### config.mk
export PLATFORM = sky130hd
export DESIGN_NAME = alu_arbiter
export DESIGN_NICKNAME = d
export VERILOG_FILES = /design/src/rtl/alu_arbiter.sv
export SDC_FILE = /design/constraint.sdc
export NUM_CORES = 1
export LEC_CHECK = 0
export BUFFER_PORTS_ARGS = -buffer_cell sky130_fd_sc_hd__buf_2
export CORE_MARGIN = 2
export CORE_UTILIZATION = 40
export CTS_CLUSTER_DIAMETER = 120
export DETAILED_ROUTE_END_ITERATION = 8
export GPL_ROUTABILITY_DRIVEN = 1
export PLACE_DENSITY_LB_ADDON = 0.08
export SYNTH_ARGS = -nofsm -noshare
export SYNTH_HDL_FRONTEND = slang
export SYNTH_SLANG_ARGS = --single-unit
### constraint.sdc
create_clock -name clk -period 1.6 [get_ports clk]
set_clock_uncertainty 0.1 [all_clocks]
set_input_delay 0.32 -clock clk [delete_from_list [all_inputs] [get_ports clk]]
set_output_delay 0.32 -clock clk [all_outputs]
set_load 0.1 [all_outputs]
### src/rtl/alu_arbiter.sv
// rtl/alu_arbiter.sv - two-way round-robin arbiter and sequencer for a shared combinational 4-bit ALU
module alu_arbiter (
    input  logic       clk,
    input  logic       rst,
    input  logic [1:0] req_valid,
    input  logic [3:0] req_a0,
    input  logic [3:0] req_a1,
    input  logic [3:0] req_b0,
    input  logic [3:0] req_b1,
    input  logic [2:0] req_s0,
    input  logic [2:0] req_s1,
    output logic [1:0] req_ready,
    output logic [1:0] rsp_valid,
    input  logic [1:0] rsp_ready,
    output logic [7:0] rsp_y,
    output logic [3:0] alu_a,
    output logic [3:0] alu_b,
    output logic [2:0] alu_s,
    input  logic [7:0] alu_y,
    output logic       busy,
    output logic [7:0] op_count
);

    typedef enum logic [1:0] {
        IDLE = 2'd0,
        EXEC = 2'd1,
        RESP = 2'd2
    } state_t;

    state_t state;
    logic   last_grant;
    logic   grant;
    logic   winner;

    // On a tie the requester that was not served last wins.
    always_comb begin
        winner = (req_valid == 2'b11) ? ~last_grant : req_valid[1];
    end

    always_comb begin
        req_ready = 2'b00;
        rsp_valid = 2'b00;
        busy      = 1'b0;
        if (!rst) begin
            if (state == IDLE && req_valid != 2'b00) begin
                req_ready[winner] = 1'b1;
            end
            if (state == RESP) begin
                rsp_valid[grant] = 1'b1;
            end
            busy = (state != IDLE);
        end
    end

    always_ff @(posedge clk) begin
        if (rst) begin
            state      <= IDLE;
            last_grant <= 1'b1;
            grant      <= 1'b0;
            alu_a      <= 4'd0;
            alu_b      <= 4'd0;
            alu_s      <= 3'd0;
            rsp_y      <= 8'd0;
            op_count   <= 8'd0;
        end else begin
            case (state)
                IDLE: begin
                    if (req_valid != 2'b00) begin
                        grant <= winner;
                        alu_a <= winner ? req_a1 : req_a0;
                        alu_b <= winner ? req_b1 : req_b0;
                        alu_s <= winner ? req_s1 : req_s0;
                        state <= EXEC;
                    end
                end
                EXEC: begin
                    // ALU has had the whole EXEC cycle to settle.
                    rsp_y <= alu_y;
                    state <= RESP;
                end
                RESP: begin
                    if (rsp_ready[grant]) begin
                        last_grant <= grant;
                        op_count   <= op_count + 8'd1;
                        state      <= IDLE;
                    end
                end
                default: state <= IDLE;
            endcase
        end
    end

endmodule

==> qor.txt, run 1 <==
reg2reg end - op_count[3]
Avg Synthesized Cell Area - 7.96 sq um
clock sink total - 31
CP max FO - 5
row count - 21
layout cells sized above 1 - 0.475
CP required - 1.18 ns
Logic pwr share - 0.358
post-layout min period - 1.83 ns
filler cell count - 302
Avg WL per Cell - 13.1 microns
Net Switching - 0.000886 W
Slowest cell on crit path - dfxtp_4
Core ar. - 0.00331 sq mm
Net Sw Frac - 0.406
hold bufs inserted after CTS - 0
Root Driver - clkbuf_4
post-route worst setup slack - -0.233 ns
cell with the most instances after synthesis - dfxtp_1
vias in the first global route - 1612
first-pass GRT wire length - 6.98 mm
Post-synth EDFFs - 0
Yosys warning total - 0
Pins Over Slew Limit - 0
antenna cell count - 0
clock network power share - 0.252
share of the synthesized area in the top cell type - 0.453
cell count of the worst hold path - 3
cell accounting for the most synthesized area - dfxtp_1
CTS tree - yes
Worst-path clk slew - 0.11 ns
Synth top cells by count - dfxtp_1, nand3_1, a21oi_1, nand2_1, o21ai_0
Synth cell types - 29
failing checks - negative setup slack
largest net degree at the start of global routing - 16
crit path launch type - flop
Via density - 5.30
reg2reg start - state[1]
Final Util - 0.654
max-cap viol count - 0
VDD IR max - 554 uV
CP Cell Sequence - buf_6, nor3b_4, nand2_4, nor2_4, buf_12
RSZ-0062 raised after global routing - true
DR vias - 1594
FF+latch area - 649 sq um
nets - 291
Hold Startpoint - alu_y[1]
Ports - 68
sequential area share after synthesis - 0.453
worst-margin pin slew - 0.491 ns
CTS Buffer Depth - 2
PwrDens - 1010 mW/mm^2
die height - 62.5 microns
Mapped Nets - 209
status - complete, but fails checks
HPWL after DPL - 2.88 mm
Synth area leaders - dfxtp_1, nand3_1, a21oi_1
Most used DFF post-synth - dfxtp_1
Buffers on Ports - 67
period utilization - 1.15
Fmax - 546 MHz
Fin. Hold Viols - 0
Initial Util - 0.413
Data arrival, critical path - 1.41 ns
relative slew slack - 0.675
Pint - 0.00129 W
reg2reg path depth - 6
CP max stage delay - 0.38 ns
initial antenna violation count - 0
initial DRC count - 75
H-tree levels - 2
CP endpoint kind - output pin
Mapped Area - 0.00137 sq mm
final global-route overflow total - 0
DRC violations left - 0
Pre-antenna DRT Iters - 4
Seq cells post-synth - 31
Final Power - 0.00218 W
area of the multi-input gates - 791 sq um
antenna viol nets, final - 0
Post-synth ARST share - 0
final setup violation count - 7
critical path class - flop to output pin
Total Routing Usage GR - 0.220
die width - 62.5 microns
Area Overhead vs Synth - 58.1%
LEAKAGE - 0.923 nW
total CTS buffers - 5
proportion of power drawn by flip-flops and latches - 0.390
drt total wl - 3.93 mm
WHS Endpoint - rsp_y[1]
later-pin clock latency in the skew report - 0.34 ns
RD Place Congestion - 0.766
full die area - 0.00391 sq mm
reg2reg setup slack - -0.05 ns
synthesized netlist cell count - 172
worst hold path type - primary input to flop
-- power by group through the flow --
| stage | clock network (W) | logic, W | registers (W) |
|---|---|---|---|
| CTS | 0.000555 | 0.000762 | 0.000850 |
| global placement | 0 | 0.000730 | 0.000865 |
| detailed placement | 0 | 0.000743 | 0.000868 |
| finish | 0.000550 | 0.000779 | 0.000851 |
| global route | 0.000597 | 0.000825 | 0.000860 |
| floorplan | 0 | 0.000270 | 0.00117 |
-- flip-flops by register name, summed over array words and instances, names as in the netlist --
signal	cells
alu_a	4
alu_b	4
alu_s	3
grant	1
last_grant	1
op_count	8
rsp_y	8
state	2
-- stage by stage --
| stage | setup slack (ns) | instance area [sq um] | TNS, ns | hold slack, ns | cells |
|---|---|---|---|---|---|
| after detailed placement | 0.0155 | 1990 | 0 | 0.349 | 285 |
| after floorplan | -0.197 | 1510 | -0.654 | 0.356 | 172 |
| after CTS | -0.242 | 2110 | -1.01 | 0.113 | 298 |
| after global routing | -0.318 | 2160 | -1.54 | 0.0979 | 301 |
| after global placement | 0.0676 | 1990 | 0 | 0.339 | 285 |
| final | -0.233 | 2160 | -0.951 | 0.110 | 301 |
-- how the worst max path moves through the flow --
stage | start | to | slack (ns)
detailed placement | state[1] | op_count[7] | 0.02
CTS | state[1] | req_ready[0] | -0.24
global route | state[1] | req_ready[0] | -0.32
global placement | state[1] | req_ready[0] | 0.07
finish | state[1] | req_ready[0] | -0.23
floorplan | state[0] | rsp_valid[1] | -0.20
-- cell usage in the layout (no fill, tap or decap), drive strengths merged, types with 3 or more instances in the layout --
cell,instances
buf,87
dfxtp,31
nand3,23
nand2,19
a21oi,19
o21ai,15
a31oi,11
clkbuf,8
nor2,7
o31ai,4
or4,4
nor2b,3
nand3b,3
nand2b,3
-- what timing repair did --
item | in CTS | in global routing
buffers inserted | 5 | 4
setup endpoints to repair | 6 | 17
pin swaps | 3 | 4
resized for setup | 3 | 10
-- layer usage --
metal	routed length [microns]	global-route usage	vias to the layer above
met5	0	0	-
met4	82	0.0806	0
met3	248	0.0685	9
met2	2040	0.375	58
met1	1560	0.259	736
li1	-	-	791
-- critical path, delay by kind of cell, from the launching register on --
kind	cells	cell delay, ns
simple gates	3	0.40
flops	1	0.38
buf+inv	2	0.30
-- cells by family (layout without fill, tap and decap cells) --
kind of cell / Yosys count / count (layout) / synth area share
and+or+nand+nor: 72 / 72 / 0.271
muxes: 2 / 2 / 0.0155
AOI/OAI and AO/OA: 51 / 51 / 0.208
buffers and inverters: 15 / 98 / 0.0439
adders and majority gates: 1 / 1 / 0.00914
DFF: 31 / 31 / 0.453
-- final cells by class --
| class | count | share of cell area |
|---|---|---|
| tap | 46 | 0.0266 |
| inverter | 1 | 0.00173 |
| clock buffer | 6 | 0.0289 |
| multi-input combinational | 126 | 0.365 |
| timing repair buffer | 89 | 0.273 |
| sequential | 31 | 0.300 |
| clock inverter | 2 | 0.00405 |
Power figures use the tool's default switching activity.
==> run 2, diff against run 1 <==
--- a/config.mk
+++ b/config.mk
@@ -11,7 +11,7 @@
 export CTS_CLUSTER_DIAMETER = 120
 export DETAILED_ROUTE_END_ITERATION = 8
 export GPL_ROUTABILITY_DRIVEN = 1
-export PLACE_DENSITY_LB_ADDON = 0.08
+export PLACE_DENSITY = 0.83
 export SYNTH_ARGS = -nofsm -noshare
 export SYNTH_HDL_FRONTEND = slang
 export SYNTH_SLANG_ARGS = --single-unit
==> run 2 against run 1 <==
The flow still finishes with violations (negative setup slack); count of clock-buffer cells in the layout up 2; worst hold slack better by 0.0051 ns; largest cell class unchanged; first-iteration DRC count down 9.3%; sequential share of layout area down 0.56 points; critical path depth down 1; flip-flop and latch count unchanged; design area up 2.5%; utilization up 1.6 points; total power up 0.32%; maximum frequency down 1.5%; global-route usage up 0.65 points; critical endpoint is now rsp_valid[1]; cell count up 1.3%.
==> qor.txt, run 2 (synthesis gave the netlist of run 1 again) <==
CP required - 1.18 ns
HPWL after DPL - 2.79 mm
placed cell areas - 0.00202 sq mm
initial DRC count - 68
Fin. Hold Viols - 0
max-cap viol count - 0
most frequent cells in the layout - buf_2, nand3_1, dfxtp_1, buf_4
full die area - 0.00391 sq mm
Slowest cell on crit path - dfxtp_4
final setup violation count - 8
LEAKAGE - 0.943 nW
Via density - 5.27
Worst-path clk slew - 0.10 ns
VDD IR max - 667 uV
die height - 62.5 microns
Data arrival, critical path - 1.44 ns
CP endpoint kind - output pin
antenna cell count - 0
worst hold path type - primary input to flop
CP Cell Sequence - buf_6, nand2b_4, nor3b_4, buf_12
reg2reg start - state[0]
Total Routing Usage GR - 0.226
Critical path destination - rsp_valid[1]
crit path launch type - flop
PwrDens - 986 mW/mm^2
row count - 21
reg2reg path depth - 5
RSZ-0062 raised after global routing - true
post-route worst setup slack - -0.260 ns
Area Overhead vs Synth - 62.1%
Worst Setup SP - state[0]
total CTS buffers - 5
layout cells sized above 1 - 0.486
period utilization - 1.16
reg2reg end - op_count[3]
die width - 62.5 microns
final hold slack - 0.115 ns
Pre-antenna DRT Iters - 4
CP max FO - 4
status - complete, but fails checks
nets - 295
clock sink total - 31
RD Place Congestion - 0.803
final global-route overflow total - 0
vias in the first global route - 1547
Pins Over Slew Limit - 0
later-pin clock latency in the skew report - 0.34 ns
post-layout min period - 1.86 ns
drt total wl - 4.17 mm
reg2reg setup slack - -0.04 ns
largest net degree at the start of global routing - 14
initial antenna violation count - 0
first-pass GRT wire length - 7.07 mm
Fmax - 538 MHz
CTS Buffer Depth - 2
Largest regs - op_count: 8 flops, rsp_y: 8 flops
DR vias - 1607
dpl ws - 0.0793 ns
cell count of the worst hold path - 3
Core ar. - 0.00331 sq mm
Initial Util - 0.413
filler cell count - 275
CP max stage delay - 0.38 ns
finished layout cell area - 0.00222 sq mm
Avg WL per Cell - 13.7 microns
antenna viol nets, final - 0
Root Driver - clkbuf_4
failing checks - negative setup slack
relative slew slack - 0.674
Ports - 68
hold bufs inserted after CTS - 0
worst-margin pin slew - 0.493 ns
CTS tree - yes
DRC violations left - 0
Buffers on Ports - 67
commonest non-fill, non-tap cell in the layout - buf_2
H-tree levels - 2
critical path class - flop to output pin
run 2: worst min path at each step:
stage	startpoint	to	slack (ns)
2_1_floorplan	alu_y[0]	rsp_y[0]	0.36
3_3_place_gp	rsp_y[7]	rsp_y[7]	0.34
3_5_place_dp	rsp_y[3]	rsp_y[3]	0.35
4_1_cts	alu_y[1]	rsp_y[1]	0.10
5_1_grt	alu_y[0]	rsp_y[0]	0.1
6_report	alu_y[0]	rsp_y[0]	0.12
run 2: metrics by stage:
stage	cells	power, W	setup TNS, ns	utilization
after floorplan	172	0.00144	-0.654	-
after global placement	287	0.00161	0	0.610
after detailed placement	287	0.00162	0	0.610
after CTS	303	0.00218	-0.877	0.658
after global routing	305	0.00230	-1.59	0.670
final	305	0.00219	-1.01	0.670
run 2: where the power goes:
part,leakage [nW],internal (W),switching [W],total (W)
clock network,0.0386,0.000258,0.000264,0.000523
registers,0.260,0.000816,0.0000348,0.000851
logic,0.645,0.000241,0.000573,0.000814
total,0.943,0.00131,0.000872,0.00219
run 2: final cells by class:
class / count / area [sq um] / share of cell area
well taps: 46 / 57.6 / 0.0259
clock buffers: 8 / 68.8 / 0.0310
multi-input cells: 126 / 791 / 0.356
inverters: 1 / 3.75 / 0.00169
repair buffers: 93 / 644 / 0.290
flip-flops and latches: 31 / 653 / 0.294
run 2: worst max-delay path, delay by kind of cell (launching register included):
kind | cells | cell delay [ns]
buf+inv | 2 | 0.32
flops | 1 | 0.38
simple gates | 2 | 0.40
run 2: metal layers:
| metal | track usage | vias to the layer above | share of wire |
|---|---|---|---|
| li1 | - | 798 | - |
| met1 | 0.275 | 743 | 0.40 |
| met2 | 0.379 | 59 | 0.53 |
| met3 | 0.0523 | 7 | 0.054 |
| met4 | 0.106 | 0 | 0.014 |
| met5 | 0 | - | 0 |
run 2: what timing repair did:
| action | CTS | global route |
|---|---|---|
| gates cloned | 0 | 0 |
| endpoints found under the setup margin | 5 | 21 |
| gates resized for setup | 10 | 8 |
| pin swaps | 8 | 4 |
| setup buffers | 8 | 3 |
